==> src/rtl/wb_burst_master.sv <==
// wb_burst_master: Wishbone pipelined-mode burst master.
// Turns one command (start address, beat count, direction, byte select) into
// an incrementing-address burst of 1-16 32-bit beats and holds CYC until
// every issued beat has been acknowledged or the slave signals an error.
//
// Ports
//   CLK, RST_SYNC          clock, synchronous active-high reset
//   EN                     command-accept enable (in-flight bursts always finish)
//   CMD_*                  command channel (valid/ready handshake)
//   WR_DAT_*               write data stream feeding WB_WR_DAT_OUT
//   RD_DAT_VALID_OUT/OUT   read data, one pulse per acknowledged read beat
//   DONE_OUT, ERR_OUT      end-of-burst pulses (clean / aborted)
//   WB_*                   Wishbone master-side bus signals

module wb_burst_master #(
    parameter bit BURST_CTI_EN = 1'b1
) (
    input  logic        CLK,
    input  logic        RST_SYNC,
    input  logic        EN,
    input  logic        CMD_VALID_IN,
    output logic        CMD_READY_OUT,
    input  logic [31:0] CMD_ADR_IN,
    input  logic [3:0]  CMD_LEN_IN,
    input  logic        CMD_WE_IN,
    input  logic [3:0]  CMD_SEL_IN,
    input  logic        WR_DAT_VALID_IN,
    output logic        WR_DAT_READY_OUT,
    input  logic [31:0] WR_DAT_IN,
    output logic        RD_DAT_VALID_OUT,
    output logic [31:0] RD_DAT_OUT,
    output logic        DONE_OUT,
    output logic        ERR_OUT,
    output logic [31:0] WB_ADR_OUT,
    output logic        WB_CYC_OUT,
    output logic        WB_STB_OUT,
    output logic        WB_WE_OUT,
    output logic [3:0]  WB_SEL_OUT,
    output logic [2:0]  WB_CTI_OUT,
    output logic [1:0]  WB_BTE_OUT,
    input  logic        WB_STALL_IN,
    input  logic        WB_ACK_IN,
    input  logic        WB_ERR_IN,
    input  logic [31:0] WB_RD_DAT_IN,
    output logic [31:0] WB_WR_DAT_OUT
);

    localparam int unsigned ADR_W = 32;
    localparam int unsigned DAT_W = 32;
    localparam int unsigned LEN_W = 4;
    localparam int unsigned SEL_W = 4;
    localparam int unsigned CNT_W = 5;

    localparam logic [2:0] CTI_CLASSIC = 3'b000;
    localparam logic [2:0] CTI_INCR    = 3'b010;
    localparam logic [2:0] CTI_END     = 3'b111;

    typedef enum logic [1:0] {
        S_IDLE  = 2'd0,
        S_ISSUE = 2'd1,
        S_WAIT  = 2'd2
    } state_e;

    state_e             state_q;
    logic               cyc_q;
    logic [ADR_W-1:0]   adr_q;
    logic               we_q;
    logic [SEL_W-1:0]   sel_q;
    logic [2:0]         cti_q;
    logic [LEN_W-1:0]   len_q;
    logic [CNT_W-1:0]   issue_cnt_q;
    logic [CNT_W-1:0]   ack_cnt_q;
    logic [DAT_W-1:0]   rd_dat_q;
    logic               rd_vld_q;
    logic               done_q;
    logic               err_q;

    logic               cmd_fire;
    logic               stb;
    logic               accept;
    logic               last_beat;
    logic               ack_hit;
    logic               err_hit;
    logic               burst_end;
    logic               unused_adr_lsb;

    // Address bits [1:0] are forced to zero; beats are always word aligned.
    assign unused_adr_lsb = ^CMD_ADR_IN[1:0];

    // CTI tag for beat index idx of a burst whose last beat index is len.
    function automatic logic [2:0] cti_for(input logic [CNT_W-1:0] idx,
                                           input logic [LEN_W-1:0] len);
        if (!BURST_CTI_EN || len == '0) begin
            return CTI_CLASSIC;
        end else if (idx == CNT_W'(len)) begin
            return CTI_END;
        end else begin
            return CTI_INCR;
        end
    endfunction

    // Handshake and bus-response qualifiers; ERR masks both STB and ACK.
    assign cmd_fire  = CMD_VALID_IN && CMD_READY_OUT;
    assign stb       = (state_q == S_ISSUE) && (!we_q || WR_DAT_VALID_IN) && !WB_ERR_IN;
    assign accept    = stb && !WB_STALL_IN;
    assign last_beat = issue_cnt_q == CNT_W'(len_q);
    assign ack_hit   = cyc_q && WB_ACK_IN && !WB_ERR_IN;
    assign err_hit   = cyc_q && WB_ERR_IN;
    assign burst_end = ack_hit && (ack_cnt_q == CNT_W'(len_q));

    // Burst sequencer with registered bus and status outputs.
    always_ff @(posedge CLK) begin
        if (RST_SYNC) begin
            state_q     <= S_IDLE;
            cyc_q       <= 1'b0;
            adr_q       <= '0;
            we_q        <= 1'b0;
            sel_q       <= '0;
            cti_q       <= '0;
            len_q       <= '0;
            issue_cnt_q <= '0;
            ack_cnt_q   <= '0;
            rd_dat_q    <= '0;
            rd_vld_q    <= 1'b0;
            done_q      <= 1'b0;
            err_q       <= 1'b0;
        end else begin
            rd_vld_q <= 1'b0;
            done_q   <= 1'b0;
            err_q    <= 1'b0;
            case (state_q)
                S_IDLE: begin
                    if (cmd_fire) begin
                        adr_q       <= {CMD_ADR_IN[ADR_W-1:2], 2'b00};
                        len_q       <= CMD_LEN_IN;
                        we_q        <= CMD_WE_IN;
                        sel_q       <= CMD_SEL_IN;
                        cti_q       <= cti_for('0, CMD_LEN_IN);
                        issue_cnt_q <= '0;
                        ack_cnt_q   <= '0;
                        cyc_q       <= 1'b1;
                        state_q     <= S_ISSUE;
                    end
                end
                default: begin
                    if (err_hit) begin
                        cyc_q   <= 1'b0;
                        err_q   <= 1'b1;
                        state_q <= S_IDLE;
                    end else begin
                        if (ack_hit) begin
                            ack_cnt_q <= ack_cnt_q + CNT_W'(1);
                            if (!we_q) begin
                                rd_dat_q <= WB_RD_DAT_IN;
                                rd_vld_q <= 1'b1;
                            end
                        end
                        if (accept) begin
                            issue_cnt_q <= issue_cnt_q + CNT_W'(1);
                            adr_q       <= adr_q + ADR_W'(4);
                            cti_q       <= cti_for(issue_cnt_q + CNT_W'(1), len_q);
                            if (last_beat) begin
                                state_q <= S_WAIT;
                            end
                        end
                        // Final ack may coincide with the last accept; it takes priority.
                        if (burst_end) begin
                            cyc_q   <= 1'b0;
                            done_q  <= 1'b1;
                            state_q <= S_IDLE;
                        end
                    end
                end
            endcase
        end
    end

    assign CMD_READY_OUT    = EN && (state_q == S_IDLE);
    assign WB_STB_OUT       = stb;
    assign WR_DAT_READY_OUT = we_q && accept;
    assign WB_WR_DAT_OUT    = WR_DAT_IN;
    assign WB_ADR_OUT       = adr_q;
    assign WB_CYC_OUT       = cyc_q;
    assign WB_WE_OUT        = we_q;
    assign WB_SEL_OUT       = sel_q;
    assign WB_CTI_OUT       = cti_q;
    assign WB_BTE_OUT       = 2'b00;
    assign RD_DAT_OUT       = rd_dat_q;
    assign RD_DAT_VALID_OUT = rd_vld_q;
    assign DONE_OUT         = done_q;
    assign ERR_OUT          = err_q;

endmodule
==> config.mk <==
export PLATFORM = sky130hd
export DESIGN_NAME = wb_burst_master
export DESIGN_NICKNAME = d
export VERILOG_FILES = /design/src/rtl/wb_burst_master.sv
export SDC_FILE = /design/constraint.sdc
export NUM_CORES = 1
export LEC_CHECK = 0
export ABC_CLOCK_PERIOD_IN_PS = 2600
export CAP_MARGIN = 20
export CORE_MARGIN = 1.5
export CORE_UTILIZATION = 41
export DETAILED_ROUTE_END_ITERATION = 8
export GPL_TIMING_DRIVEN = 0
export PLACE_DENSITY = 0.91
export SYNTH_ARGS = -nofsm -noshare
export SYNTH_HDL_FRONTEND = slang
export SYNTH_SLANG_ARGS = --single-unit
==> constraint.sdc <==
create_clock -name CLK -period 2.6 [get_ports CLK]
set_input_delay 0.26 -clock CLK [delete_from_list [all_inputs] [get_ports CLK]]
set_output_delay 0.26 -clock CLK [all_outputs]
set_load 0.01 [all_outputs]
==> impl_summary.log <==
[metrics] total of endpoints with negative setup slack in the final report: 0
[metrics] fraction of layout instances using a drive strength above 1: 0.0884
[metrics] iteration count of the initial detailed-routing pass: 8
[metrics] clock share of power: 0.319
[metrics] pin count of the biggest net entering global routing: 16
[metrics] clock buffers created by TritonCTS: 9
[metrics] die extent in y: 108 um
[metrics] slew of the pin with the lowest slew margin: 0.712 ns
[metrics] Comb power frac: 0.204
[metrics] total number of vias: 5152
[metrics] Period Utilization, post-route: 0.975
[metrics] total internal power: 2.20 mW
[metrics] leak pwr: 2.50 nW
[metrics] post-detailed-route via-to-cell ratio: 5.46
[metrics] count of final hold-check violations: 0
[metrics] most frequently used flop master after synthesis: sky130_fd_sc_hd__dfxtp_1
[metrics] worst slew margin relative to its limit: 0.526
[metrics] Die ar.: 11700 um^2
[metrics] Clk Latency, worst-skew pair: 0.36 ns
[metrics] pwr dens: 452 nW/um^2
[metrics] count of flip-flops with a built-in enable after synthesis: 0
[metrics] initial detailed-routing violation count: 371
[metrics] number of nets in the layout: 915
[metrics] maximum vdd ir drop: 0.315 mV
[metrics] required time at the worst-slack endpoint: 2.34 ns
[metrics] number of instances in the synthesized netlist: 598
[metrics] post-synthesis instance area: 4550 um^2
[metrics] total I/O pin count: 226
[metrics] DRC: 0
[metrics] CTS sink cnt: 89
[metrics] sort of element at the end of the critical path: primary output
[metrics] switching part of the total power: 0.288
[metrics] max capacitance violation total: 0
[metrics] TritonCTS clock tree: built
[metrics] count of input and output buffers: 187
[metrics] Avg Inst Size Synth: 7.61 um^2
[metrics] weighted congestion at the end of routability-driven global placement: 0.927
[metrics] number of warnings issued by yosys: 0
[metrics] total of flip-flops plus latches after synthesis: 89
[metrics] Critical Path Fanout Max: 6
[metrics] Max Root-Sink Buffers: 2
[metrics] number of global-route vias before repair: 5019
[metrics] CTS clock-pin slew for the worst setup and hold paths: 0.10 ns
[metrics] count of H-tree levels built during CTS: 3
[metrics] Unique masters post-synth: 50
[metrics] outcome: complete, no violations
[metrics] starting density of the core: 0.420
[metrics] wire length of the first global-routing pass: 24000 um
[metrics] overflow left after global routing: 0
[metrics] core box area: 10800 um^2
[metrics] number of placement rows: 38
[metrics] GR Util All Layers: 0.261
[metrics] synth-to-layout area growth: 50.0%
[metrics] Worst Path Class, Setup: reg -> out
[metrics] data arrival time of the critical path: 2.27 ns
[metrics] async set-reset flop share out of synthesis: 0
[metrics] setup repair after global routing missed its margin: yes
[metrics] count of inserted antenna diode cells: 0
[metrics] Seq/Total Area, Yosys: 0.391
[metrics] final setup slack of the worst path: 0.0655 ns
[metrics] antenna violations before repair: 0
[metrics] Flop pwr share: 0.477
[metrics] Antenna Nets Post-Route: 0
[metrics] class of the tightest hold or removal check: in -> reg
[metrics] element type at the critical path start: register
[metrics] placed wire-length estimate after detailed placement: 11500 um
[metrics] post-CTS setup buffer count: 0
[metrics] setup total negative slack: 0 ns
[metrics] highest clock rate: 0.395 GHz
[metrics] wire length after detailed routing: 15600 um
[metrics] cell at the root of the clock tree: sky130_fd_sc_hd__clkbuf_8
[metrics] Final Critical Period: 2.53 ns
[metrics] post-DR wirelength/cell: 16.6 um
[metrics] P_sw: 0.888 mW
[metrics] pre-CTS WS: -0.119 ns
[metrics] Worst Clk Skew: 0.0151 ns
[metrics] horizontal die dimension: 108 um
[metrics] Slew Viols, Final: 0
==> state kept, by name, indices dropped and copies added (netlist names) <==
register,count
DONE_OUT,1
ERR_OUT,1
RD_DAT_OUT,32
RD_DAT_VALID_OUT,1
WB_ADR_OUT,30
WB_CTI_OUT,2
WB_CYC_OUT,1
WB_SEL_OUT,4
WB_WE_OUT,1
ack_cnt_q,5
issue_cnt_q,5
len_q,4
state_q,2
==> per-stage QoR <==
step	power, mW	cells	util	hold slack [ns]	cell area [um^2]
global route	3.19	943	0.630	0.448	6830
finish	3.09	943	0.630	0.435	6830
floorplan	1.77	601	-	0.376	4560
detailed placement	2.12	928	0.610	0.447	6610
CTS	3.08	943	0.629	0.418	6810
global placement	2.11	928	0.610	0.441	6610
==> worst paths after layout <==
kind	start	to	slack, ns	depth (start not counted)
worst min-delay path	WB_RD_DAT_IN[22]	RD_DAT_OUT[22]	0.44	3
worst max register to register	state_q[0]	WB_CTI_OUT[1]	0.09	6
worst min register to register	RD_DAT_OUT[15]	RD_DAT_OUT[15]	0.46	2
worst max-delay path	state_q[0]	WR_DAT_READY_OUT	0.07	4
==> synth_stat cells, drive strengths merged, types with 3 or more instances <==
| cell | instances | area (um^2) |
|---|---|---|
| nand2 | 124 | 465 |
| dfxtp | 89 | 1780 |
| a21oi | 72 | 360 |
| buf | 44 | 313 |
| clkbuf | 33 | 124 |
| nor2 | 31 | 116 |
| nand3 | 27 | 135 |
| o21ai | 25 | 125 |
| and3 | 14 | 87.6 |
| and2 | 13 | 81.3 |
| nand4 | 13 | 81.3 |
| xor2 | 11 | 96.3 |
| nor3 | 10 | 50.1 |
| a31oi | 7 | 43.8 |
| mux2i | 6 | 60.1 |
| nor4 | 6 | 37.5 |
| or3 | 6 | 37.5 |
| o31ai | 5 | 42.5 |
| xnor2 | 5 | 43.8 |
| a22oi | 4 | 30.0 |
| a311oi | 4 | 35.0 |
| nor4b | 4 | 35.0 |
| o22ai | 4 | 25.0 |
| a21o | 3 | 22.5 |
| and4 | 3 | 26.3 |
| ha | 3 | 37.5 |
| or4 | 3 | 22.5 |
==> metal layers <==
| metal | routed length (um) | track usage | vias to the layer above |
|---|---|---|---|
| li1 | - | - | 2448 |
| met2 | 7490 | 0.453 | 347 |
| met1 | 5810 | 0.293 | 2323 |
| met4 | 340 | 0.110 | 0 |
| met3 | 1980 | 0.0814 | 34 |
| met5 | 0 | 0 | - |
==> cell families after synthesis <==
| kind of cell | synth area share |
|---|---|
| AO/OA/AOI/OAI | 0.175 |
| XOR/XNOR | 0.0308 |
| adder cells (fa/ha/maj) | 0.00825 |
| buffers and inverters | 0.0976 |
| flip-flops | 0.391 |
| multiplexers | 0.0181 |
| other | 0.000824 |
| AND/OR/NAND/NOR | 0.278 |
==> layout by cell type (no fill, tap or decap), drive strengths merged, types with 3 or more instances in the layout <==
cell type / instances
xnor2: 5
nor2: 31
a31oi: 7
o22ai: 4
nand4: 13
or4: 3
o21ai: 25
nand3: 27
nor3: 10
buf: 45
and2: 13
o31ai: 5
and4: 3
clkbuf: 41
a21oi: 72
and3: 14
nor4b: 4
xor2: 11
dfxtp: 89
a21o: 3
or3: 6
conb: 4
nand2: 124
mux2i: 6
nor4: 6
clkdlybuf4s50: 187
a22oi: 4
inv: 4
a311oi: 4
ha: 3
==> worst max-delay path, cell delays in order, from the launching register on <==
cell                              delay, ns
sky130_fd_sc_hd__dfxtp_1               0.47
sky130_fd_sc_hd__or3b_4                0.45
sky130_fd_sc_hd__nor3_4                0.29
sky130_fd_sc_hd__and2_1                0.18
sky130_fd_sc_hd__clkdlybuf4s50_1       0.54
==> area by class of cell <==
type / count / area (um^2)
Fill cell: 952 / 4010
Multi-Input combinational cell: 433 / 2360
Timing Repair Buffer: 187 / 1870
Sequential cell: 89 / 1780
Buffer: 77 / 443
Tap cell: 140 / 175
Clock buffer: 9 / 124
Clock inverter: 6 / 67.6
Inverter: 2 / 7.51
==> repair_timing <==
action                                  4_1_cts  5_1_grt
endpoints found under the setup margin        2       10
hold buffers                                  0        0
resized for setup                             5        6
==> power groups by stage <==
stage	Combinational [mW]	Clock [mW]	Sequential (mW)
after floorplan	0.261	0	1.50
after global placement	0.609	0	1.50
after detailed placement	0.617	0	1.50
after CTS	0.622	0.990	1.47
after global routing	0.675	1.04	1.48
final	0.629	0.984	1.47
Note: power is estimated with default switching activity, not from simulation.
